===== config.mk =====
export PLATFORM = sky130hd
export DESIGN_NAME = imm_gen_pipe
export DESIGN_NICKNAME = d
export VERILOG_FILES = /design/src/rtl/imm_gen_pipe.sv
export SDC_FILE = /design/constraint.sdc
export NUM_CORES = 1
export LEC_CHECK = 0
export CORE_MARGIN = 1
export CORE_UTILIZATION = 45
export CTS_BUF_LIST = sky130_fd_sc_hd__clkbuf_16
export DETAILED_ROUTE_END_ITERATION = 7
export GPL_ROUTABILITY_DRIVEN = 1
export GPL_TIMING_DRIVEN = 0
export PLACE_DENSITY_LB_ADDON = 0.12
export SLEW_MARGIN = 20
export SYNTH_ARGS = -nofsm -noshare
export SYNTH_HDL_FRONTEND = slang
export SYNTH_SLANG_ARGS = --single-unit

===== constraint.sdc =====
create_clock -name clk -period 5.3 [get_ports clk]
set_input_delay 0.795 -clock clk [delete_from_list [all_inputs] [get_ports clk]]
set_output_delay 0.795 -clock clk [all_outputs]
set_load 0.01 [all_outputs]

===== src/rtl/imm_gen_pipe.sv =====
`default_nettype none
// imm_gen_pipe -- RV32I/RV64I immediate decoder feeding a DEPTH-entry in-order result FIFO.
// Rev 1.0
module imm_gen_pipe #(
  parameter int XLEN        = 32,
  parameter int DEPTH       = 4,
  parameter int TAG_W       = 8,
  parameter bit NEG_SUBI_EN = 1'b1
) (
  input  logic                     clk,
  input  logic                     reset,
  input  logic                     in_valid,
  output logic                     in_ready,
  input  logic [31:0]              inst_code,
  input  logic [TAG_W-1:0]         in_tag,
  output logic                     out_valid,
  input  logic                     out_ready,
  output logic [XLEN-1:0]          Imm_out,
  output logic [2:0]               out_fmt,
  output logic                     out_illegal,
  output logic [TAG_W-1:0]         out_tag,
  output logic [$clog2(DEPTH):0]   count
);

  localparam int AW = $clog2(DEPTH);
  localparam int CW = AW + 1;

  typedef enum logic [2:0] {
    FMT_NONE = 3'd0,
    FMT_I    = 3'd1,
    FMT_S    = 3'd2,
    FMT_B    = 3'd3,
    FMT_U    = 3'd4,
    FMT_J    = 3'd5
  } fmt_e;

  logic [6:0]         opc;
  logic signed [11:0] i_imm;
  logic signed [11:0] s_imm;
  logic signed [12:0] b_imm;
  logic signed [31:0] u_imm;
  logic signed [20:0] j_imm;
  logic               neg_subi;
  logic [XLEN-1:0]    dec_imm;
  fmt_e               dec_fmt;
  logic               dec_ill;

  assign opc   = inst_code[6:0];
  assign i_imm = inst_code[31:20];
  assign s_imm = {inst_code[31:25], inst_code[11:7]};
  assign b_imm = {inst_code[31], inst_code[7], inst_code[30:25], inst_code[11:8], 1'b0};
  assign u_imm = {inst_code[31:12], 12'b0};
  assign j_imm = {inst_code[31], inst_code[19:12], inst_code[20], inst_code[30:21], 1'b0};

  assign neg_subi = NEG_SUBI_EN && (opc == 7'b0010011) &&
                    (inst_code[31:25] == 7'b0100000) && (inst_code[14:12] == 3'b000);

  always_comb begin
    dec_imm = '0;
    dec_fmt = FMT_NONE;
    dec_ill = 1'b0;
    case (opc)
      7'b0010011, 7'b0000011, 7'b1100111: begin
        dec_imm = XLEN'(i_imm);
        dec_fmt = FMT_I;
      end
      7'b0011011: begin
        if (XLEN == 64) begin
          dec_imm = XLEN'(i_imm);
          dec_fmt = FMT_I;
        end else begin
          dec_ill = 1'b1;
        end
      end
      7'b0100011: begin
        dec_imm = XLEN'(s_imm);
        dec_fmt = FMT_S;
      end
      7'b1100011: begin
        dec_imm = XLEN'(b_imm);
        dec_fmt = FMT_B;
      end
      7'b0110111, 7'b0010111: begin
        dec_imm = XLEN'(u_imm);
        dec_fmt = FMT_U;
      end
      7'b1101111: begin
        dec_imm = XLEN'(j_imm);
        dec_fmt = FMT_J;
      end
      default: dec_ill = 1'b1;
    endcase
    if (neg_subi) dec_imm = -dec_imm;
  end

  logic [XLEN-1:0]  imm_q [DEPTH];
  logic [2:0]       fmt_q [DEPTH];
  logic             ill_q [DEPTH];
  logic [TAG_W-1:0] tag_q [DEPTH];
  logic [AW-1:0]    wr_ptr_q, wr_ptr_d;
  logic [AW-1:0]    rd_ptr_q, rd_ptr_d;
  logic [CW-1:0]    count_q, count_d;
  logic [AW-1:0]    head;
  logic             push, pop;

  assign in_ready  = (count_q != CW'(DEPTH));
  assign out_valid = (count_q != '0);
  assign push      = in_valid && in_ready;
  assign pop       = out_valid && out_ready;

  always_comb begin
    wr_ptr_d = push ? wr_ptr_q + AW'(1) : wr_ptr_q;
    rd_ptr_d = pop  ? rd_ptr_q + AW'(1) : rd_ptr_q;
    count_d  = count_q;
    if (push && !pop) count_d = count_q + CW'(1);
    else if (!push && pop) count_d = count_q - CW'(1);
  end

  always_ff @(posedge clk or posedge reset) begin
    if (reset) begin
      wr_ptr_q <= '0;
      rd_ptr_q <= '0;
      count_q  <= '0;
      for (int i = 0; i < DEPTH; i++) begin
        imm_q[i] <= '0;
        fmt_q[i] <= '0;
        ill_q[i] <= 1'b0;
        tag_q[i] <= '0;
      end
    end else begin
      wr_ptr_q <= wr_ptr_d;
      rd_ptr_q <= rd_ptr_d;
      count_q  <= count_d;
      if (push) begin
        imm_q[wr_ptr_q] <= dec_imm;
        fmt_q[wr_ptr_q] <= dec_fmt;
        ill_q[wr_ptr_q] <= dec_ill;
        tag_q[wr_ptr_q] <= in_tag;
      end
    end
  end

  // When empty, point at the slot just popped so the outputs hold their last value.
  assign head        = (count_q == '0) ? rd_ptr_q - AW'(1) : rd_ptr_q;
  assign Imm_out     = imm_q[head];
  assign out_fmt     = fmt_q[head];
  assign out_illegal = ill_q[head];
  assign out_tag     = tag_q[head];
  assign count       = count_q;

endmodule
`default_nettype wire


; ---- Word level (Yosys, flattened, before mapping)
; Cells that the tools add are included.
[word_totals]
regBits = 183
inputBits = 44
wordCells = 87
[classes]
add_sub_neg = 6
magnitude_cmp = 3
eq_ne = 10
mux = 31
bitwise_logic = 2
reduce_logical = 16
[op_table]
columns = operator, n
row1 = $pmux W32 S5, 1
row2 = $bwmux W128, 1
row3 = $mux W32, 4
row4 = $bmux W32 S2, 1
row5 = $demux W32 S2, 1
row6 = $bwmux W32, 1
row7 = $neg A32 Y32, 1
row8 = $mux W8, 3
row9 = $eq A7 B6 Y1 const B, 3
row10 = $eq A7 B7 Y1 const B, 3
row11 = $bmux W8 S2, 1
row12 = $demux W8 S2, 1
row13 = $mux W3, 5
row14 = $pmux W3 S5, 1
row15 = $eq A7 B5 Y1 const B, 2
row16 = $bwmux W12, 1
row17 = $reduce_or A8 Y1, 1
row18 = $eq A7 B2 Y1 const B, 1
row19 = $logic_and A1 B1 Y1, 7
row20 = $bmux W3 S2, 1
row21 = $demux W3 S2, 1
row22 = $ge A3 B3 Y1 const B, 2
row23 = $logic_not A3 Y1, 2
row24 = $not A2 Y3, 2
row25 = 16 further kinds, 21

; ---- Logic depth before layout (Yosys ltp)
; Gate-level depths: netlist of run 1.
[logic_depth]
depth_word = 6
ltp_mapped = 10
depth_no_buf = 9

; ---- Worst setup path after synthesis of run 1
; No wires, ideal clock.
[synth_timing]
path_kind = reg2out
start = reg count_q[0] (netlist: count[0])
end = out Imm_out[10]
arrival_ns = 2.181
t_required_ns = 4.505
path_slack_ns = 2.324
stages_incl_launch_ff = 6
n_path_buf = 2
cell_sequence = dfrtp_1 or3_1 buf_6 xor2_2 buf_4 mux4_2
[synth_via]
elab_chain_len = 6
[synth_rtl]
columns = element, line
row1 = start: declaration, 102  ; logic [CW-1:0] count_q, count_d;
row2 = start signal: assignment, 133  ; count_q <= count_d;
row3 = $logic_not A3 Y1, 144  ; assign head = (count_q == '0) ? rd_ptr_q - AW'(1) : rd_ptr_q;
row4 = $mux W2, 144
row5 = $not A2 Y3 (not written as such), 145  ; assign Imm_out = imm_q[head];
row6 = $bmux W32 S2, 145
row7 = $mux W32 (not written as such) (2 in a row), 145
row8 = end: declaration, 18  ; output logic [XLEN-1:0] Imm_out,
; Every way passes these cells. The select of a mux whose other input is x is not followed.

; ---- Worst setup path in the final report of run 1
[layout_timing]
start = reg count_q[0] (netlist: count[0])
end = out Imm_out[16]
; The elaborated chain is that of the path after synthesis.

==> out/metrics.yaml, run 1 <==
route:
  drcViolationCount: 0
  detail_route.iter0.violations: 429
  via_per_inst: 5.800
  antenna_left: 0
  detail_route.wl_per_cell_um: 20.61
  vias: 6241
  first_pass_iters: 7
  postRouteWirelength_mm: 22.18
final_layout:
  num-fill-cells: 1561
  stdcell_count: 1076
  area_delta_synth_final_pct: 22.71
  multiInputGateArea_um2: 3470
  num_antenna_cells: 0
  regArea_um2: 4579
  drive_gt1_share_pct: 14.64
  final_nets: 887
synthesis:
  netlist.area_leader.share_pct: 55.20
  async_flop_share_pct: 100.0
  seq_area_frac_synth_pct: 55.20
  syn-instance-count: 721
  synth_seq_cells: 183
  syn_area_per_cell_um2: 11.51
  synth_edf_count: 0
  yosysUniqueCellTypes: 46
  synth_fp_nets: 772
  synth_top_area_cell: "dfrtp_1"
  synth_area_um2: 8297
  synth_most_common_cell: "dfrtp_1"
  yosys-top-cells-area: "dfrtp_1 (55%), mux4_2 (11%), o21ai_0 (8.3%)"
  yosys_warnings: 0
  netlist_top_cells_count: "dfrtp_1 (183), nand2_1 (148), o21ai_0 (138)"
  synthFlopType: "dfrtp_1"
setup_path:
  regToRegStartpoint: "count[0]$_DFFE_PP0P_"
  critPathLaunch: "count[0]$_DFFE_PP0P_"
  required_ps: 4510
  critPathKind: "flop to output port"
  startpoint_type: "flop"
  crit_fanout: 10
  crit_path_end_kind: "output port"
  cp.arrival_ps: 3430
clocking:
  cts_tree: "built"
  post_cts_buffers: 0
  hold_buffers: 0
  cts-htree-levels: 4
  clock-root-buffer: "clkbuf_16"
  clk_latency_ps: 440
  cts.sinks: 183
  cts_resized: 0
  clkTransAtPathRegs_ps: 70
  cts_buffer_depth: 2
  cts_inserted_buffers: 17
placement:
  pre_cts_slack_ps: 1498
  port_buffers: 91
  place_congestion: 0.9200
  dp_hpwl_mm: 15.75
  dp_cells: 1046
sta:
  rsz0062_at_grt: "false"
  setup_slack_ps: 1072
  setup-tns-final_ps: 0
  finalSetupViolations: 0
  hold_viol: 0
  worst_pin_slew_ps: 681.7
  drv_slew: 0
  fin_crit_sh_pct: 79.77
  slew_headroom_pct: 53.91
  skew_ps: 13.68
  finalCriticalPeriod_ps: 4228
  fmax_ghz: 0.2365
run_status:
  status: "completed"
global_route:
  grt_pass1_wl_mm: 35.17
  grt_max_degree: 37
  grt_pass1_vias: 6344
  grt-ovfl-total: 0
  antenna_found_initial: 0
  grt_util_all_layers_pct: 25.31
pwr:
  powerDensity_nw_per_um2: 543.3
  peakVddDrop_uv: 319.4
  p_leak_nw: 4.242
die:
  die_h_um: 137.8
  core_um2: 18020
  ios: 93
  dieArea_um2: 18980
  die_w_um: 137.8
  rows: 49
  start_util_pct: 46.03
hold_path:
  min_from: "imm_q[108]$_DFFE_PP0P_"
  hp-class: "flop to flop"
run:
  maxCapViolCount: 0
cell type report:
type	instances	area share, %
timing repair buffer	96	9.930
multi-input combinational	483	34.08
buffer	51	2.286
clock buffer	17	4.178
inverter	4	0.1843
clock inverter	13	1.548
sequential	183	44.98
tap	229	2.814
path summary, 6_finish.rpt:
kind                                                end  slack [ps]  cells past startpoint
worst max-delay path                        Imm_out[16]        1070                      6
worst max register to register    imm_q[84]$_DFFE_PP0P_        2660                      8
worst min-delay path             imm_q[108]$_DFFE_PP0P_         480                      2
min in group asynchronous       wr_ptr_q[0]$_DFFE_PP0P_         790                      2
max in group asynchronous         imm_q[51]$_DFFE_PP0P_        3480                      5
worst min register to register   imm_q[108]$_DFFE_PP0P_         480                      2
per-stage QoR:
step	utilization [%]	hold WS, ps	power (W)	area [um^2]
finish	56.48	477.6	0.005531	10180
global route	56.48	496.7	0.005836	10180
CTS	56.48	481.8	0.005584	10180
detailed placement	53.25	467.5	0.004313	9598
global placement	52.69	452.4	0.004235	9498
floorplan	-	441.6	0.003373	8300
cells by family (layout without fill, tap and decap cells):
group / after synthesis / after routing / share of synthesized area [%]
fa+ha+maj: 7 / 7 / 1.146
buf+inv: 55 / 181 / 2.986
compound gates: 188 / 188 / 12.17
xor+xnor: 11 / 11 / 1.478
mux: 77 / 77 / 16.65
simple gates: 200 / 200 / 10.38
flops: 183 / 183 / 55.20
sequential cells by signal (all words and copies together), names as in the netlist:
signal	count
fmt_q	12
rd_ptr_q	2
ill_q	4
tag_q	32
count	3
imm_q	128
wr_ptr_q	2
report_power, final:
group          switching [W]  internal [W]  total [W]
registers           0.000200       0.00175    0.00195
logic                0.00116       0.00115    0.00231
clock network       0.000533      0.000734    0.00127
placed cells by master (no fill, tap or decap), types with 6 or more instances in the layout:
cell               n
dfrtp_1          183
nand2_1          148
o21ai_0          138
clkdlybuf4s50_1   91
mux4_2            39
clkbuf_1          38
mux2_2            33
a21oi_1           21
nor2_1            20
clkbuf_16         17
a31oi_1           14
buf_4              6
ha_1               6
layer usage:
metal,vias up,global-route usage [%],routed length [um]
met5,-,0,0
met4,0,9.360,471
met3,35,5.224,1206
met2,210,40.31,11010
met1,3202,34.18,9485
li1,2794,-,-
critical path: stages (launching register included):
cell and delay [ps]:
dfrtp_1 440, or3_1 400, buf_6 150, xor2_2 520, buf_4 400, mux4_2 570, clkdlybuf4s50_1 510
(Power assumes the default switching activity.)
==> run 2, diff against run 1 <==
==> constraint.sdc (replaced) <==
create_clock -name clk -period 3.4 [get_ports clk]
set_input_delay 0.51 -clock clk [delete_from_list [all_inputs] [get_ports clk]]
set_output_delay 0.51 -clock clk [all_outputs]
set_load 0.01 [all_outputs]
==> run 2 against run 1 <==
  * Largest cell class unchanged
  * First-iteration DRC count fell by 4.4%
  * Sequential share of layout area decreased by 0.77 points
  * Via count increased by 2.3%
  * Clock skew decreased by 2.5 ps
  * Clock-buffer cell count did not move
  * Critical path type unchanged
  * Highest routed layer unchanged
  * Clock power rose by 55%
  * Critical path depth increased by 1
  * Total power up 61%
==> out/metrics.yaml, run 2 (same netlist as run 1, synthesis figures left out) <==
final_layout:
  final_nets: 903  # +1.8%
  regArea_um2: 4581  # about the same
  largestRegisters: "imm_q x128, tag_q x32, fmt_q x12"
  num-fill-cells: 1552  # -0.58%
  num_antenna_cells: 0  # unchanged
  multiInputGateArea_um2: 3481  # +0.32%
  finalInstanceArea_um2: 10360  # +1.8%
  area_delta_synth_final_pct: 24.88
  most-common-layout-cells: "dfrtp_1 (182), nand2_1 (148), o21ai_0 (138)"
  final_common_cell: "dfrtp_1"
  top_register: "imm_q"
  largest_register_ffs: 128  # unchanged
  drive_gt1_share_pct: 16.34  # +1.7 points
clocking:
  clkTransAtPathRegs_ps: 70  # about the same
  cts-htree-levels: 4  # unchanged
  cts.sinks: 183  # unchanged
  cts_inserted_buffers: 17  # unchanged
  cts_tree: "built"
  hold_buffers: 0  # unchanged
  clock-root-buffer: "clkbuf_16"
  cts_buffer_depth: 2  # unchanged
  clk_latency_ps: 440  # about the same
setup_path:
  cp.arrival_ps: 2820  # -610 ps
  regToRegStartpoint: "count[1]$_DFFE_PP0P_"
  slowest_stage: "mux4_2"
  rrSetupSlack_ps: 680  # -1980 ps
  cpPeakStageDelay_ps: 500  # -70 ps
  crit_path_end_kind: "output port"
  path_cells: "or3_1 > buf_6 > xor2_4 > buf_12 > buf_4 > mux4_2 > clkdlybuf4s50_1"
  rr_worst_depth: 9  # +1
  critPathKind: "flop to output port"
  required_ps: 2890  # -1620 ps
  startpoint_type: "flop"
  crit_fanout: 6  # -4
  r2r_end: "imm_q[84]$_DFFE_PP0P_"
pwr:
  powerDensity_nw_per_um2: 858.4  # +58%
  power_frac_seq_pct: 34.2  # -1.1 points
  p_leak_nw: 4.535  # +6.9%
  power_w: 0.008894  # +61%
  p_clk_share_pct: 22.2  # -0.7 points
  intPower_w: 0.005859  # +61%
  p_sw_share_pct: 34.12  # -0.054 points
  peakVddDrop_uv: 450.1  # +41%
  power_switching_w: 0.003035  # +61%
  comb_power_share_pct: 43.6  # +1.8 points
placement:
  postPlaceCellArea_um2: 9598  # unchanged
  pre_cts_slack_ps: -117.2  # -1615 ps
  place_congestion: 0.9200  # unchanged
  dp_hpwl_mm: 15.75  # unchanged
  port_buffers: 91  # unchanged
hold_path:
  hold_path_end: "imm_q[108]$_DFFE_PP0P_"
  min_from: "imm_q[108]$_DFFE_PP0P_"
  whs_path_depth: 2  # unchanged
  hp-class: "flop to flop"
run:
  maxCapViolCount: 0  # unchanged
sta:
  hold_slack_ps: 477.6  # -0.07500 ps
  worst_pin_slew_ps: 680.7  # -0.9822 ps
  slew_headroom_pct: 54.62  # +0.71 points
  finalSetupViolations: 0  # unchanged
  hold_viol: 0  # unchanged
  fmax_ghz: 0.3001
  drv_slew: 0  # unchanged
  rsz0062_at_grt: "false"
  fin_crit_sh_pct: 98.00
  setup_slack_ps: 68.10  # -1004 ps
  setup-tns-final_ps: 0  # unchanged
  skew_ps: 11.20  # -2.481 ps
  finalCriticalPeriod_ps: 3332
route:
  drcViolationCount: 0  # unchanged
  detail_route.wl_per_cell_um: 20.56  # -0.24%
  antenna_left: 0  # unchanged
  detail_route.iter0.violations: 410  # -4.4%
  postRouteWirelength_mm: 22.45  # +1.2%
  first_pass_iters: 5  # -2
  via_per_inst: 5.849  # +0.84%
  vias: 6387  # +2.3%
die:
  die_h_um: 137.8  # unchanged
  start_util_pct: 46.03  # unchanged
  core_um2: 18020  # unchanged
  rows: 49  # unchanged
  dieArea_um2: 18980  # unchanged
  die_w_um: 137.8  # unchanged
  ios: 93  # unchanged
global_route:
  grt-ovfl-total: 0  # unchanged
  grt_pass1_wl_mm: 35.43  # +0.74%
  use_met2_pct: 40.73  # +0.42 points
  grt_util_all_layers_pct: 25.46  # +0.16 points
  grt_max_degree: 37  # unchanged
  grt_use_met1_pct: 34.24  # +0.057 points
  grt.busiest_layer: "met2"
  met3_usage_pct: 5.224  # unchanged
  antenna_found_initial: 0  # unchanged
  grt_pass1_vias: 6428  # +1.3%
run_status:
  status: "completed"
## run 2: changes by cell type in the layout (fill, tap and decap cells not counted), sizes merged
cell,delta
dlygate4sd2,+41
dlymetal6s2s,+2
clkdlybuf4s50,-43
buf,+16
## run 2: repair_timing
item | CTS | global route
buffers inserted | 10 | 6
endpoints found under the setup margin | 44 | 14
pin swaps | 1 | 0
resized for setup | 61 | 2
## run 2: worst max path at each step
stage,endpoint,cells past startpoint,from,slack (ps)
after floorplan,count[0]$_DFFE_PP0P_,1,reset,540
after CTS,out_tag[7],8,count[0]$_DFFE_PP0P_,6
after global routing,out_fmt[2],7,count[0]$_DFFE_PP0P_,2
after global placement,imm_q[118]$_DFFE_PP0P_,2,reset,-730
after detailed placement,Imm_out[16],6,count[0]$_DFFE_PP0P_,-120
final,out_fmt[2],7,count[0]$_DFFE_PP0P_,70
## run 2: metrics by stage
step | cells | utilization (%)
2_1_floorplan | 721 | -
3_3_place_gp | 1041 | 52.69
3_5_place_dp | 1046 | 53.25
4_1_cts | 1086 | 57.14
5_1_grt | 1092 | 57.48
6_report | 1092 | 57.48
## run 2: final cells by class
| type | count | share of cell area (%) |
|---|---|---|
| sequential | 183 | 44.21 |
| multi-input combinational | 483 | 33.59 |
| timing repair buffer | 112 | 10.75 |
| clock buffer | 17 | 4.106 |
| buffer | 51 | 2.874 |
| tap | 229 | 2.765 |
| clock inverter | 13 | 1.522 |
| inverter | 4 | 0.1811 |
## run 2: critical path: cells and delay by family (launching register included)
family | cells | cell delay (ps)
muxes | 1 | 500
and+or+nand+nor | 1 | 380
xor gates and xnor gates | 1 | 160
DFF | 1 | 430
buffers and inverters | 4 | 930
## run 2: power by group through the flow
| stage | logic (W) | registers [W] | clock network [W] |
|---|---|---|---|
| finish | 0.00388 | 0.00304 | 0.00197 |
| global route | 0.00416 | 0.00312 | 0.00210 |
| CTS | 0.00383 | 0.00305 | 0.00200 |
| detailed placement | 0.00364 | 0.00308 | 0 |
| global placement | 0.00357 | 0.00303 | 0 |
| floorplan | 0.00226 | 0.00300 | 0 |
## run 2: routing by layer
| metal | vias to the layer above | wire length [um] |
|---|---|---|
| li1 | 2836 | - |
| met1 | 3299 | 9585 |
| met2 | 202 | 11220 |
| met3 | 50 | 1127 |
| met4 | 0 | 518 |
| met5 | - | 0 |
